[config.mk]
export PLATFORM = sky130hd
export DESIGN_NAME = countdown_timer
export DESIGN_NICKNAME = d
export VERILOG_FILES = /design/src/rtl/countdown_timer.sv
export SDC_FILE = /design/constraint.sdc
export NUM_CORES = 1
export LEC_CHECK = 0
export ABC_AREA = 0
export ABC_CLOCK_PERIOD_IN_PS = 2400
export BUFFER_PORTS_ARGS = -buffer_cell sky130_fd_sc_hd__buf_2
export CAP_MARGIN = 20
export CORE_MARGIN = 2
export CORE_UTILIZATION = 51
export DETAILED_ROUTE_END_ITERATION = 6
export PLACE_DENSITY = 0.87
export SLEW_MARGIN = 5
export SYNTH_ARGS = -nofsm -noshare
export SYNTH_HDL_FRONTEND = slang
export SYNTH_SLANG_ARGS = --single-unit
[constraint.sdc]
create_clock -name clk -period 2.4 [get_ports clk]
set_input_delay 0.24 -clock clk [delete_from_list [all_inputs] [get_ports clk]]
set_output_delay 0.24 -clock clk [all_outputs]
set_load 0.005 [all_outputs]
[src/rtl/countdown_timer.sv]
// Four-digit BCD millisecond countdown timer with seven-segment outputs.
// A prescaler divides clk down to 1 ms ticks; a small FSM controls run/pause/expiry.
module countdown_timer #(
    parameter int CLK_PER_MS = 50000
) (
    input  logic        clk,
    input  logic        sync_reset,
    input  logic        load,
    input  logic [15:0] preset,
    input  logic        start,
    input  logic        pause,
    input  logic        stop,
    output logic [7:0]  hex0,
    output logic [7:0]  hex1,
    output logic [7:0]  hex2,
    output logic [7:0]  hex3,
    output logic        done,
    output logic        alarm
);

    localparam int PW = $clog2(CLK_PER_MS);
    localparam logic [PW-1:0] PRESC_MAX = PW'(CLK_PER_MS - 1);

    typedef enum logic [1:0] {
        S_IDLE    = 2'd0,
        S_RUN     = 2'd1,
        S_PAUSE   = 2'd2,
        S_EXPIRED = 2'd3
    } state_t;

    state_t          state_q, state_d;
    logic [PW-1:0]   presc_q, presc_d;
    logic [15:0]     digits_q, digits_d;
    logic            done_q, done_d;
    logic            alarm_q, alarm_d;
    logic [7:0]      hex0_q, hex1_q, hex2_q, hex3_q;
    logic            tick_s;
    logic            expire_s;

    function automatic logic [15:0] clamp_bcd(input logic [15:0] v);
        logic [15:0] r;
        r = v;
        for (int i = 0; i < 4; i++) begin
            if (v[4*i +: 4] > 4'd9) begin
                r[4*i +: 4] = 4'd9;
            end else begin
                r[4*i +: 4] = v[4*i +: 4];
            end
        end
        return r;
    endfunction

    // Ripple-borrow decrement; a zero digit wraps to 9 and passes the borrow upward.
    function automatic logic [15:0] bcd_dec(input logic [15:0] v);
        logic [15:0] r;
        logic        borrow;
        r      = v;
        borrow = 1'b1;
        for (int i = 0; i < 4; i++) begin
            if (borrow) begin
                if (v[4*i +: 4] == 4'd0) begin
                    r[4*i +: 4] = 4'd9;
                end else begin
                    r[4*i +: 4] = v[4*i +: 4] - 4'd1;
                    borrow      = 1'b0;
                end
            end else begin
                r[4*i +: 4] = v[4*i +: 4];
            end
        end
        return r;
    endfunction

    function automatic logic [7:0] seg7(input logic [3:0] d);
        logic [7:0] s;
        case (d)
            4'd0:    s = 8'hC0;
            4'd1:    s = 8'hF9;
            4'd2:    s = 8'hA4;
            4'd3:    s = 8'hB0;
            4'd4:    s = 8'h99;
            4'd5:    s = 8'h92;
            4'd6:    s = 8'h82;
            4'd7:    s = 8'hF8;
            4'd8:    s = 8'h80;
            4'd9:    s = 8'h90;
            default: s = 8'hFF;
        endcase
        return s;
    endfunction

    assign tick_s   = (state_q == S_RUN) && (presc_q == PRESC_MAX);
    // A stop on the same cycle discards the tick, so it cannot expire either.
    assign expire_s = tick_s && (digits_q == 16'h0001) && !stop;

    // State register plus all datapath/output registers.
    always_ff @(posedge clk) begin
        if (sync_reset) begin
            state_q  <= S_IDLE;
            presc_q  <= '0;
            digits_q <= 16'h0000;
            done_q   <= 1'b0;
            alarm_q  <= 1'b0;
            hex0_q   <= 8'hC0;
            hex1_q   <= 8'hC0;
            hex2_q   <= 8'hC0;
            hex3_q   <= 8'hC0;
        end else begin
            state_q  <= state_d;
            presc_q  <= presc_d;
            digits_q <= digits_d;
            done_q   <= done_d;
            alarm_q  <= alarm_d;
            hex0_q   <= seg7(digits_q[3:0]);
            hex1_q   <= seg7(digits_q[7:4]);
            hex2_q   <= seg7(digits_q[11:8]);
            hex3_q   <= seg7(digits_q[15:12]);
        end
    end

    // Next-state logic; in RUN the priority is stop, then expiry, then pause.
    always_comb begin
        state_d = state_q;
        case (state_q)
            S_IDLE: begin
                if (load) begin
                    state_d = S_IDLE;
                end else if (start && (digits_q != 16'h0000)) begin
                    state_d = S_RUN;
                end else begin
                    state_d = S_IDLE;
                end
            end
            S_RUN: begin
                if (stop) begin
                    state_d = S_IDLE;
                end else if (expire_s) begin
                    state_d = S_EXPIRED;
                end else if (pause) begin
                    state_d = S_PAUSE;
                end else begin
                    state_d = S_RUN;
                end
            end
            S_PAUSE: begin
                if (stop) begin
                    state_d = S_IDLE;
                end else if (pause) begin
                    state_d = S_RUN;
                end else begin
                    state_d = S_PAUSE;
                end
            end
            S_EXPIRED: begin
                if (start || stop) begin
                    state_d = S_IDLE;
                end else begin
                    state_d = S_EXPIRED;
                end
            end
            default: state_d = S_IDLE;
        endcase
    end

    // Prescaler, digit and flag updates for the coming cycle.
    always_comb begin
        presc_d  = presc_q;
        digits_d = digits_q;
        done_d   = 1'b0;
        alarm_d  = alarm_q;
        case (state_q)
            S_IDLE: begin
                alarm_d = 1'b0;
                if (load) begin
                    digits_d = clamp_bcd(preset);
                end else if (start && (digits_q != 16'h0000)) begin
                    presc_d = '0;
                end else begin
                    presc_d = presc_q;
                end
            end
            S_RUN: begin
                if (stop) begin
                    digits_d = 16'h0000;
                    presc_d  = '0;
                end else begin
                    if (tick_s) begin
                        presc_d  = '0;
                        digits_d = bcd_dec(digits_q);
                    end else begin
                        presc_d  = presc_q + PW'(1);
                    end
                    if (expire_s) begin
                        done_d  = 1'b1;
                        alarm_d = 1'b1;
                    end else begin
                        alarm_d = alarm_q;
                    end
                end
            end
            S_PAUSE: begin
                if (stop) begin
                    digits_d = 16'h0000;
                    presc_d  = '0;
                end else begin
                    digits_d = digits_q;
                end
            end
            S_EXPIRED: begin
                digits_d = 16'h0000;
                if (start || stop) begin
                    alarm_d = 1'b0;
                end else begin
                    alarm_d = 1'b1;
                end
            end
            default: begin
                presc_d  = '0;
                digits_d = 16'h0000;
            end
        endcase
    end

    assign hex0  = hex0_q;
    assign hex1  = hex1_q;
    assign hex2  = hex2_q;
    assign hex3  = hex3_q;
    assign done  = done_q;
    assign alarm = alarm_q;

endmodule

# Yosys cells after proc, flatten, opt, wreduce, memory -nomap -nowiden
# Memories as Yosys holds them, arrays and structs flattened. A register that Yosys moved wholly into a read port is not among the register bits.
# Index checks and enable logic that the tools add are counted.
# word_totals
reg_bits,68
romBits,448
in_bits,22
out_inout_bits,34
elab_cells,111
n_memories,4
# op_classes
n_addsub,5
n_lt_le_gt_ge,4
n_eq_ne,15
muxes,49
bitwise,1
n_reduce_logical,21
# memory_table
name,depth,width,rd,rd_ports_with_merged_regs,wr,line,source
(no name shown),16,7,1,1,0,76,case (d)
(no name shown),16,7,1,1,0,76,
(no name shown),16,7,1,1,0,76,
(no name shown),16,7,1,1,0,76,
# ops
op,n
two-way mux 16 bit,8
one-hot mux 16 bit (4 select lines),1
one-hot mux 16 bit (3 select lines),1
two-way mux 4 bit,11
two-way mux 1 bit,20
"adder 16 x 1 -> 16 bit, second input constant",1
"equality test 16 x 1 -> 1 bit, second input constant",1
"equality test 16 bit, second input constant",1
"greater-than comparator 4 bit, second input constant",4
zero test 4 bit,4
AND reduction 4 bit,4
nonzero test 16 bit,1
"subtractor 4 x 1 -> 4 bit, second input constant",4
two-way mux 2 bit,6
"inequality test 2 bit, second input constant",6
"inequality test 3 x 2 -> 1 bit, second input constant",3
one-hot mux 2 bit (4 select lines),1
AND reduction 3 bit,2
nonzero test 3 bit,2
"equality test 2 bit, second input constant",2
logical AND 1 bit,4
"inequality test 3 bit, second input constant",1
one-hot mux 1 bit (3 select lines),1
OR reduction 3 bit,1
5 further kinds,5

# Longest topological paths before layout
# Gate-level depths: netlist of run 1.
# depth
word_depth,17
ltp_mapped,8
depth_no_buf,7

# Least setup slack after synthesis of run 1
# No wires, ideal clock.
# synth_timing
kind,flip-flop to flip-flop
from,register digits_q[8]
to,register alarm_q (netlist: alarm)
setup_ns,0.103
arrival_ns,2.194
required_time_ns,2.297
path_slack_ns,0.102
stages_incl_launch_ff,7
path_buffers,0
period_less_slack_ns,2.298
path_cell_list,dfxtp_1 -> inv_1 -> ha_1 -> or3b_2 -> or4_4 -> o211a_1 -> a2111oi_2
# synth_via
elab_chain_len,5
# synth_rtl
item,line,source
start: declaration,33,"logic [15:0] digits_q, digits_d;"
start signal: assignment,111,digits_q <= digits_d;
equality test 16 x 1 -> 1 bit,94,assign expire_s = tick_s && (digits_q == 16'h0001) && !stop;
logical AND 1 bit (2 in a row),94,
inequality test 2 bit (no source line),n/a,
AND reduction 3 bit (no source line),n/a,
end signal: assignment,113,alarm_q <= alarm_d;
end: declaration,35,"logic alarm_q, alarm_d;"
# No other way between the ends.
# A chain may end at the register's enable or synchronous reset.

# Worst setup path in the final report of run 1
# layout_timing
from,register digits_q[5]
to,register presc_q[15]
# layout_via
elab_chain_len,4
# layout_rtl
item,line,source
nonzero test 16 bit,176,end else if (start && (digits_q != 16'h0000)) begin
logical AND 1 bit,176,
inequality test 2 bit (no source line),n/a,
AND reduction 4 bit (no source line),n/a,
end signal: assignment,110,presc_q <= presc_d;
end: declaration,32,"logic [PW-1:0] presc_q, presc_d;"
# No other way between the ends.

==> results.cfg, run 1 <==
[worst_setup_path]
count_of_cells_along_the_worst_register_to_register_path = 8
required_ps = 2640
critical_path.slowest_cell = or3b_2
startpoint_type_of_the_worst_setup_path = register
worst-path-max-fanout = 6
critPathArrivalTime_ps = 2570
critPathKind = register to register
ff2ff_setup_slack_ps = 70
critPathBufInv = 2
crit_path_cell_trace = inv_1 -> ha_2 -> or3b_2 -> nor4_4 -> buf_4 -> a211oi_1 -> mux2i_1 -> a2111oi_1
crit_family = simple AND/OR/NAND/NOR gates
endpoint_kind = register
critical-path-max-stage-delay_ps = 550
regToRegEndpoint = presc_q[15]
logic_depth_of_the_worst_setup_path_including_buffers = 8
worst_r2r_startpoint = digits_q[5]

[timing]
clock.fmax_ghz = 0.429
timing.setup.tns_ps = 0
final_min_period_over_clock_period_pct = 97.0
timing.max_slew.rel_slack_pct = 53.5
slew_violations = 0
worst_slew_pin_slew_ps = 693
setup_slack_ps = 71.3
final.setup_skew_ps = 9.19
finalCriticalPeriod_ps = 2330
setup_violations = 0
hold_viol = 0

[status]
outcome = finished clean

[synth]
postSynthCellCount = 442
synth_sequential_area_ratio_pct = 35.3
yosys-top-cells-area = dfxtp_1 35%, ha_1 9.0%, a21oi_1 6.1%
synth-adder-area-share_pct = 8.96
post_synth_instance_area_mm2 = 0.00363
synth-async-reset-ratio_pct = 0
synth-compound-area-share_pct = 26.0
synth_xor_area_share_pct = 0
synth_top_area_share_pct = 35.3
synth_top_family_by_area = compound AO/OA/AOI/OAI gates
synth_top_area_cell = dfxtp_1
synth_edf_count = 0
yosys_warnings = 0
count_of_distinct_cell_types_in_the_synthesized_netlist = 55
synth.avg_cell_area_um2 = 8.22
synth-seq-cells = 64
post_synth_and_or_nand_nor_area_fraction_pct = 21.5
yosys_most_used_dff = dfxtp_1
synth_mux_area_share_pct = 2.72

[global_routing]
grt_pass1_vias = 3288
grt_antenna_before_repair = 0
global_route.overflow_total = 0
grt_pass1_wl_mm = 14.5
grt_max_degree = 29
grt_usage_pct = 24.0

[placement]
port_buffers = 51
pre_cts_ws_ps = 50.6
finalWeightedCongestion = 0.879
place_inst = 597
detailed_place_hpwl_mm = 6.38
placed_cell_area_mm2 = 0.00413

[floorplan]
io_pins = 56
fp-row-count = 30
die_footprint_mm2 = 0.00781
die_y_um = 88.4
core_area_mm2 = 0.00683
initial_utilization_pct = 53.2
chipWidth_um = 88.4

[final_layout]
finish.utilization_pct = 64.0
multiInputGateArea_mm2 = 0.00219
final-instance-count-excl-fill = 613
area.growth.synth_to_final_pct = 20.3
n_fill_cell = 555
antenna_cells = 0
seq_area_mm2 = 0.00128
fin_area_mm2 = 0.00437
drive_gt1_share_pct = 23.0
finish.net_count = 561

[hold_path]
min_path_type = primary input to register
min-delay-start = preset[6]
whs_path_depth = 3
timing.hold.worst_endpoint = digits_q[6]

[route]
drt_iter0_markers = 370
via_count = 3580
wl_mm = 9.11
iteration_count_of_the_initial_detailed_routing_pass = 5
routed_wire_length_per_instance_um = 14.9
drcViolationCount = 0
drtAntennaViolNets = 0
vias_per_cell = 5.84

[pwr]
vdd_ir_drop_max_mv = 0.362
power_density_mw_per_mm2 = 666
power.static_leakage_nw = 1.85

[clocking]
clk-insertion-delay-late_ps = 350
cts_tree = done
cts_root_buffer = clkbuf_8
clock_tree.buffer_depth = 2
htree_levels = 3
cts_hold_repair.buffers = 0
numClockSinks = 64
tritoncts.num_buffers = 9
clk_pin_slew_worst_paths_ps = 70

[job]
drv.max_cap_violation_count = 0
## power by group
| part | internal [mW] | switching [mW] |
|---|---|---|
| sequential | 1.16 | 0.0413 |
| combinational | 0.326 | 0.425 |
| clock | 0.559 | 0.404 |
## worst reg2reg max path, cell delays in order, from the launching register on
cell,delay [ps]
dfxtp_1,310
inv_1,90
ha_2,240
or3b_2,550
nor4_4,280
buf_4,190
a211oi_1,90
mux2i_1,130
a2111oi_1,330
## how the worst max path moves through the flow
stage | start | to | slack [ps]
after floorplan | digits_q[8] | alarm | 100
after global placement | digits_q[5] | presc_q[15] | 170
after detailed placement | digits_q[5] | presc_q[15] | 50
after CTS | digits_q[13] | alarm | 50
after global routing | state_q[0] | digits_q[1] | -40
final | digits_q[5] | presc_q[15] | 70
## cell usage in the layout (no fill, tap or decap), drive strengths merged, types with 3 or more instances in the layout
master   instances
nor3b            6
nand2b           8
o211ai           4
a32o             5
clkbuf          13
o21a             9
nor3            15
ha              26
a211oi          16
nor2b            7
a21oi           44
a31oi            3
o31ai            5
mux2             7
or3b             4
nor2            44
nor4             5
o21ai           34
nand3            5
dfxtp           64
o211a            6
a2111oi          3
conb             4
nand2           40
buf             81
nand4            4
a21o             4
inv             23
## sequential cells by signal, summed over array words and instances (netlist names)
signal,count
digits_q,16
presc_q,16
hex1,7
hex3,7
done,1
hex0,7
hex2,7
state_q,2
alarm,1
## routing by layer
metal  part of all wire [%]  wire length [um]  vias up  GRT usage (%)
li1                       -                 -     1725              -
met1                     40              3610     1656           28.4
met2                     49              4440      167           40.3
met3                    7.7               705       32           5.97
met4                    3.9               354        0           12.0
met5                      0                 0        -              0
## timing repair
item,CTS,global route
setup endpoints to repair,1,14
gates resized for setup,1,6
gates cloned,0,0
setup buffers,0,1
pin swaps,1,1
## metrics by stage
stage               total power, mW  hold slack [ps]
CTS                            2.91              240
floorplan                      1.68              441
detailed placement             1.94              516
global route                   3.08              247
finish                         2.91              256
global placement               1.91              493
## Yosys cell counts, drive strengths merged (2+ instances only)
library cell  count
dfxtp            64
a21oi            44
nor2             44
nand2            40
o21ai            34
ha               26
inv              23
a211oi           16
clkbuf           15
nor3             15
buf               9
o21a              9
nand2b            8
mux2              7
nor2b             7
nor3b             6
o211a             6
a32o              5
nand3             5
nor4              5
o31ai             5
a21o              4
nand4             4
o211ai            4
or3b              4
a2111oi           3
a31oi             3
a221oi            2
and3              2
and4              2
mux2i             2
nand3b            2
o311a             2
or4               2
## area by class of cell
type                            instances  share of cell area [%]
Clock buffer                           13                    3.86
Sequential cell                        64                    29.3
Multi-Input combinational cell        333                    50.2
Inverter                               24                    2.06
Tap cell                               96                    2.75
Timing Repair Buffer                   81                    11.0
Clock inverter                          2                   0.859
## cell families after synthesis
family,after synthesis
AOI/OAI and AO/OA,144
muxes,9
DFF,64
other,1
and+or+nand+nor,150
buffers and inverters,48
adders and majority gates,26
Power figures use the tool's default switching activity.
==> run 2: changes to the inputs <==
--- a/config.mk
+++ b/config.mk
@@ -9,6 +9,7 @@
 export ABC_CLOCK_PERIOD_IN_PS = 2400
 export BUFFER_PORTS_ARGS = -buffer_cell sky130_fd_sc_hd__buf_2
 export CAP_MARGIN = 20
+export CORE_ASPECT_RATIO = 1.25
 export CORE_MARGIN = 2
 export CORE_UTILIZATION = 51
 export DETAILED_ROUTE_END_ITERATION = 6
==> run 2 against run 1 <==
  * Worst hold slack got worse by 23 ps
  * Highest routed layer unchanged
  * Non-clock buffer count rose by 1
  * Largest cell class unchanged
  * Setup slack improved by 47 ps
  * Largest power group unchanged
  * Global-route usage is 1.1 points lower
  * Power is 2.1% lower
==> results.cfg, run 2 (synthesis results as in run 1) <==
[job]
drv.max_cap_violation_count = 0

[final_layout]
final_cell_mix = 62 x dfxtp_1, 51 x buf_2, 44 x nor2_1
finish.net_count = 562
layout.cells.most_common = dfxtp_1
area.growth.synth_to_final_pct = 19.9
drive_gt1_share_pct = 23.3
fin_area_mm2 = 0.00436
antenna_cells = 0
reg_top3 = digits_q x16, presc_q x16
n_fill_cell = 572

[timing]
setup_violations = 0
hold_ws_ps = 233
final.setup_skew_ps = 6.85
finalCriticalPeriod_ps = 2280
grt_setup_unrepaired = no
hold_viol = 0
timing.max_slew.rel_slack_pct = 53.8
clock.fmax_ghz = 0.438
final_min_period_over_clock_period_pct = 95.1
worst_slew_pin_slew_ps = 689
slew_violations = 0
timing.setup.tns_ps = 0

[clocking]
numClockSinks = 64
htree_levels = 3
clk_pin_slew_worst_paths_ps = 80
cts_root_buffer = clkbuf_8
clock_tree.buffer_depth = 2
clk-insertion-delay-late_ps = 360
cts_tree = done
tritoncts.num_buffers = 9

[placement]
finalWeightedCongestion = 0.912
port_buffers = 51
detailed_place_hpwl_mm = 6.28
placed_cell_area_mm2 = 0.00413

[global_routing]
grt_pass1_vias = 3317
grt_pass1_wl_mm = 14.3
grt_usage_pct = 22.8
grt_antenna_before_repair = 0
global_route.overflow_total = 0
grt_max_degree = 25

[pwr]
intPower_mw = 1.96
combPwrFrac_pct = 25.6
power.static_leakage_nw = 1.85
power_density_mw_per_mm2 = 654
p_sw_share_pct = 31.4
pwr-share-seq_pct = 42.2
vdd_ir_drop_max_mv = 0.447
power_frac_clock_pct = 32.2
power_switching_mw = 0.895
totalPowerFinal_mw = 2.85

[worst_setup_path]
startpoint_type_of_the_worst_setup_path = register
worst-path-max-fanout = 8
critPathKind = register to register
critPathArrivalTime_ps = 2540
required_ps = 2650
ff2ff_setup_slack_ps = 120
endpoint_kind = register

[route]
drt_iter0_markers = 192
iteration_count_of_the_initial_detailed_routing_pass = 5
wl_mm = 8.65
via_count = 3517
drcViolationCount = 0
vias_per_cell = 5.78
routed_wire_length_per_instance_um = 14.2
drtAntennaViolNets = 0

[floorplan]
fp-row-count = 34
initial_utilization_pct = 52.4
die_footprint_mm2 = 0.00782
chipWidth_um = 79.5
io_pins = 56
die_y_um = 98.4
core_area_mm2 = 0.00693

[hold_path]
min_path_type = primary input to register

[status]
outcome = finished clean
## run 2: cell types whose count changed in the layout (fill, tap and decap cells not counted), moves of 2 or more
cell,change
ha_2,-3
dfxtp_1,-2
clkinv_4,+2
clkbuf_8,-3
clkinv_2,+2
ha_1,+3
dfxtp_2,+2
## run 2: stage by stage
stage / instances / utilization [%] / worst slack [ps]
after global routing: 609 / 62.8 / 14.2
after detailed placement: 592 / 59.5 / 53.7
final: 609 / 62.8 / 118
after floorplan: 445 / - / 102
after global placement: 592 / 59.5 / 179
after CTS: 608 / 62.4 / 48.3
## run 2: critical path, cell delays in order, from the launching register on
cell and delay [ps]:
dfxtp_2 360, inv_1 90, ha_1 160, or3b_2 510, nor4_4 280, buf_4 190
a211oi_1 100, mux2i_1 150, a2111oi_2 330
## run 2: routing by layer
layer	global-route usage, %	share of wire, %
met1	26.1	40
met2	37.9	50
met3	5.91	6.2
met4	13.1	3.5
met5	0	0
## run 2: path summary, 6_finish.rpt
check | start | endpoint | cells after the start
hold / removal | preset[5] | digits_q[5] | 3
hold reg to reg | alarm | alarm | 2
setup / recovery | digits_q[12] | presc_q[15] | 8
setup reg to reg | digits_q[12] | presc_q[15] | 8
## run 2: cell type report
type,instances,area (um2),share of cell area (%)
well taps,90,113,2.58
inverters,24,90.1,2.07
flip-flops and latches,64,1280,29.5
clock inverters,7,72.6,1.67
multi-input cells,333,2190,50.2
clock buffers,9,124,2.84
repair buffers,82,488,11.2
## run 2: what timing repair did
item	4_1_cts	5_1_grt
setup buffers	0	1
hold endpoints to repair	0	0
resized for setup	0	5
hold buffers	0	0
endpoints found under the setup margin	0	15
## run 2: power by group through the flow
stage | Sequential, mW | Clock, mW | Combinational (mW)
2_1_floorplan | 1.24 | 0 | 0.446
3_3_place_gp | 1.22 | 0 | 0.689
3_5_place_dp | 1.23 | 0 | 0.710
4_1_cts | 1.20 | 0.935 | 0.717
5_1_grt | 1.21 | 0.967 | 0.812
6_report | 1.20 | 0.919 | 0.729
==> run 3: changes to the inputs <==
--- a/config.mk
+++ b/config.mk
@@ -6,7 +6,7 @@
 export NUM_CORES = 1
 export LEC_CHECK = 0
 export ABC_AREA = 0
-export ABC_CLOCK_PERIOD_IN_PS = 2400
+export ABC_CLOCK_PERIOD_IN_PS = 1900
 export BUFFER_PORTS_ARGS = -buffer_cell sky130_fd_sc_hd__buf_2
 export CAP_MARGIN = 20
 export CORE_ASPECT_RATIO = 1.25
==> constraint.sdc (replaced) <==
create_clock -name clk -period 1.9 [get_ports clk]
set_input_delay 0.19 -clock clk [delete_from_list [all_inputs] [get_ports clk]]
set_output_delay 0.19 -clock clk [all_outputs]
set_load 0.005 [all_outputs]
==> run 3 against run 2 <==
  * The run now ends with setup timing left
  * Largest power group unchanged
  * Sequential share of layout area shrank 4.4 points
  * Largest cell class unchanged
  * Via count rose by 22%
  * Power grew 51%
  * Wire length rose by 53%
  * Setup slack worse by 450 ps
  * Fmax rose by 2.4%
  * Critical path depth stayed put
  * Global-route usage grew 7.9 points
==> results.cfg, run 3 (synthesis results as in run 1) <==
[status]
outcome = finished with violations
violations = setup timing

[worst_setup_path]
worst_r2r_startpoint = state_q[1]
ff2ff_setup_slack_ps = -330
endpoint_kind = register
count_of_cells_along_the_worst_register_to_register_path = 8
worst-path-max-fanout = 15
critPathKind = register to register
startpoint_type_of_the_worst_setup_path = register
critical_path_end = digits_q[6]
required_ps = 2130
critPathArrivalTime_ps = 2460
crit_path_start = state_q[1]
regToRegEndpoint = digits_q[6]

[route]
drtAntennaViolNets = 0
drcViolationCount = 0
iteration_count_of_the_initial_detailed_routing_pass = 6
routed_wire_length_per_instance_um = 19.4
drt_iter0_markers = 506
via_count = 4281
vias_per_cell = 6.29
wl_mm = 13.2

[placement]
port_buffers = 51
detailed_place_hpwl_mm = 7.42
finalWeightedCongestion = 0.909
place_inst = 639

[timing]
finalCriticalPeriod_ps = 2230
setup_slack_ps = -328
setup_violations = 26
clock.fmax_ghz = 0.449
slew_violations = 0
final.setup_skew_ps = 8.58
final_min_period_over_clock_period_pct = 117
grt_setup_unrepaired = yes
timing.setup.tns_ps = -6050
hold_viol = 0
timing.max_slew.rel_slack_pct = 55.6
worst_slew_pin_slew_ps = 661

[final_layout]
finish.net_count = 634
antenna_cells = 0
reg_top3 = digits_q x16, presc_q x16
area.growth.synth_to_final_pct = 43.1
final-instance-count-excl-fill = 681
drive_gt1_share_pct = 40.6
finish.utilization_pct = 75.0
final_cell_mix = 96 x buf_4, 52 x dfxtp_1, 51 x buf_2
layout.cells.most_common = buf_4
n_fill_cell = 417

[clocking]
tritoncts.num_buffers = 9
cts_tree = done
htree_levels = 3
cts_hold_repair.buffers = 0
clk_pin_slew_worst_paths_ps = 80
clock_tree.buffer_depth = 2
numClockSinks = 64
cts_root_buffer = clkbuf_8
clk-insertion-delay-late_ps = 360

[global_routing]
grt_pass1_wl_mm = 18.9
grt_max_degree = 47
grt_usage_pct = 30.7
grt_pass1_vias = 3994
global_route.overflow_total = 0
grt_antenna_before_repair = 0

[pwr]
vdd_ir_drop_max_mv = 0.489
totalPowerFinal_mw = 4.31
power_density_mw_per_mm2 = 830
power.static_leakage_nw = 2.28

[job]
drv.max_cap_violation_count = 0

[floorplan]
fp-row-count = 34
initial_utilization_pct = 52.4
io_pins = 56
chipWidth_um = 79.5
die_footprint_mm2 = 0.00782
core_area_mm2 = 0.00693
die_y_um = 98.4

[hold_path]
min_path_type = primary input to register
-- run 3: worst min path at each step --
stage                        end  cells after the start        from  slack [ps]
global placement      presc_q[4]                      2  presc_q[4]         500
floorplan             state_q[0]                      2       pause         380
detailed placement    presc_q[4]                      2  presc_q[4]         510
CTS                 digits_q[10]                      3  preset[10]         170
global route          state_q[0]                      3       pause         200
finish                state_q[0]                      3       pause         190
-- run 3: worst max-delay path: stages (launching register included) --
cell      delay (ps)
dfxtp_2          340
inv_1             60
ha_2             190
buf_4            210
nor3b_1          490
nand2_1          200
nor2_1           170
a21oi_1           70
a211oi_1         370
-- run 3: final cells by class --
cell class	count	area, um2	area share, %
Multi-Input combinational cell	333	2390	45.9
Sequential cell	64	1300	25.0
Timing Repair Buffer	154	1050	20.3
Clock buffer	12	176	3.39
Tap cell	90	113	2.17
Inverter	24	95.1	1.83
Clock inverter	4	72.6	1.40
-- run 3: through the flow --
stage / instance area [um2] / hold slack, ps / setup slack, ps
2_1_floorplan: 3780 / 383 / -130
3_3_place_gp: 4610 / 495 / -90.7
3_5_place_dp: 4610 / 506 / -234
4_1_cts: 5010 / 167 / -158
5_1_grt: 5200 / 205 / -424
6_report: 5200 / 195 / -328
-- run 3: what timing repair did --
| item | CTS | global route |
|---|---|---|
| gates resized for setup | 18 | 19 |
| setup buffers | 12 | 14 |
| gates cloned | 0 | 0 |
| endpoints found under the setup margin | 35 | 35 |
| hold endpoints to repair | 0 | 0 |
| pin swaps | 23 | 14 |
-- run 3: report_power, final --
part	switching, mW	leakage (nW)	internal, mW
clock network	0.582	0.124	0.888
logic	0.702	1.63	0.618
registers	0.0576	0.530	1.46
-- run 3: per-layer routing --
| metal | track usage, % | part of all wire (%) | vias to the layer above |
|---|---|---|---|
| met4 | 16.4 | 5.5 | 0 |
| met2 | 52.9 | 49 | 331 |
| met3 | 5.73 | 9.8 | 86 |
| li1 | - | - | 1875 |
| met1 | 35.4 | 36 | 1989 |
| met5 | 0 | 0 | - |
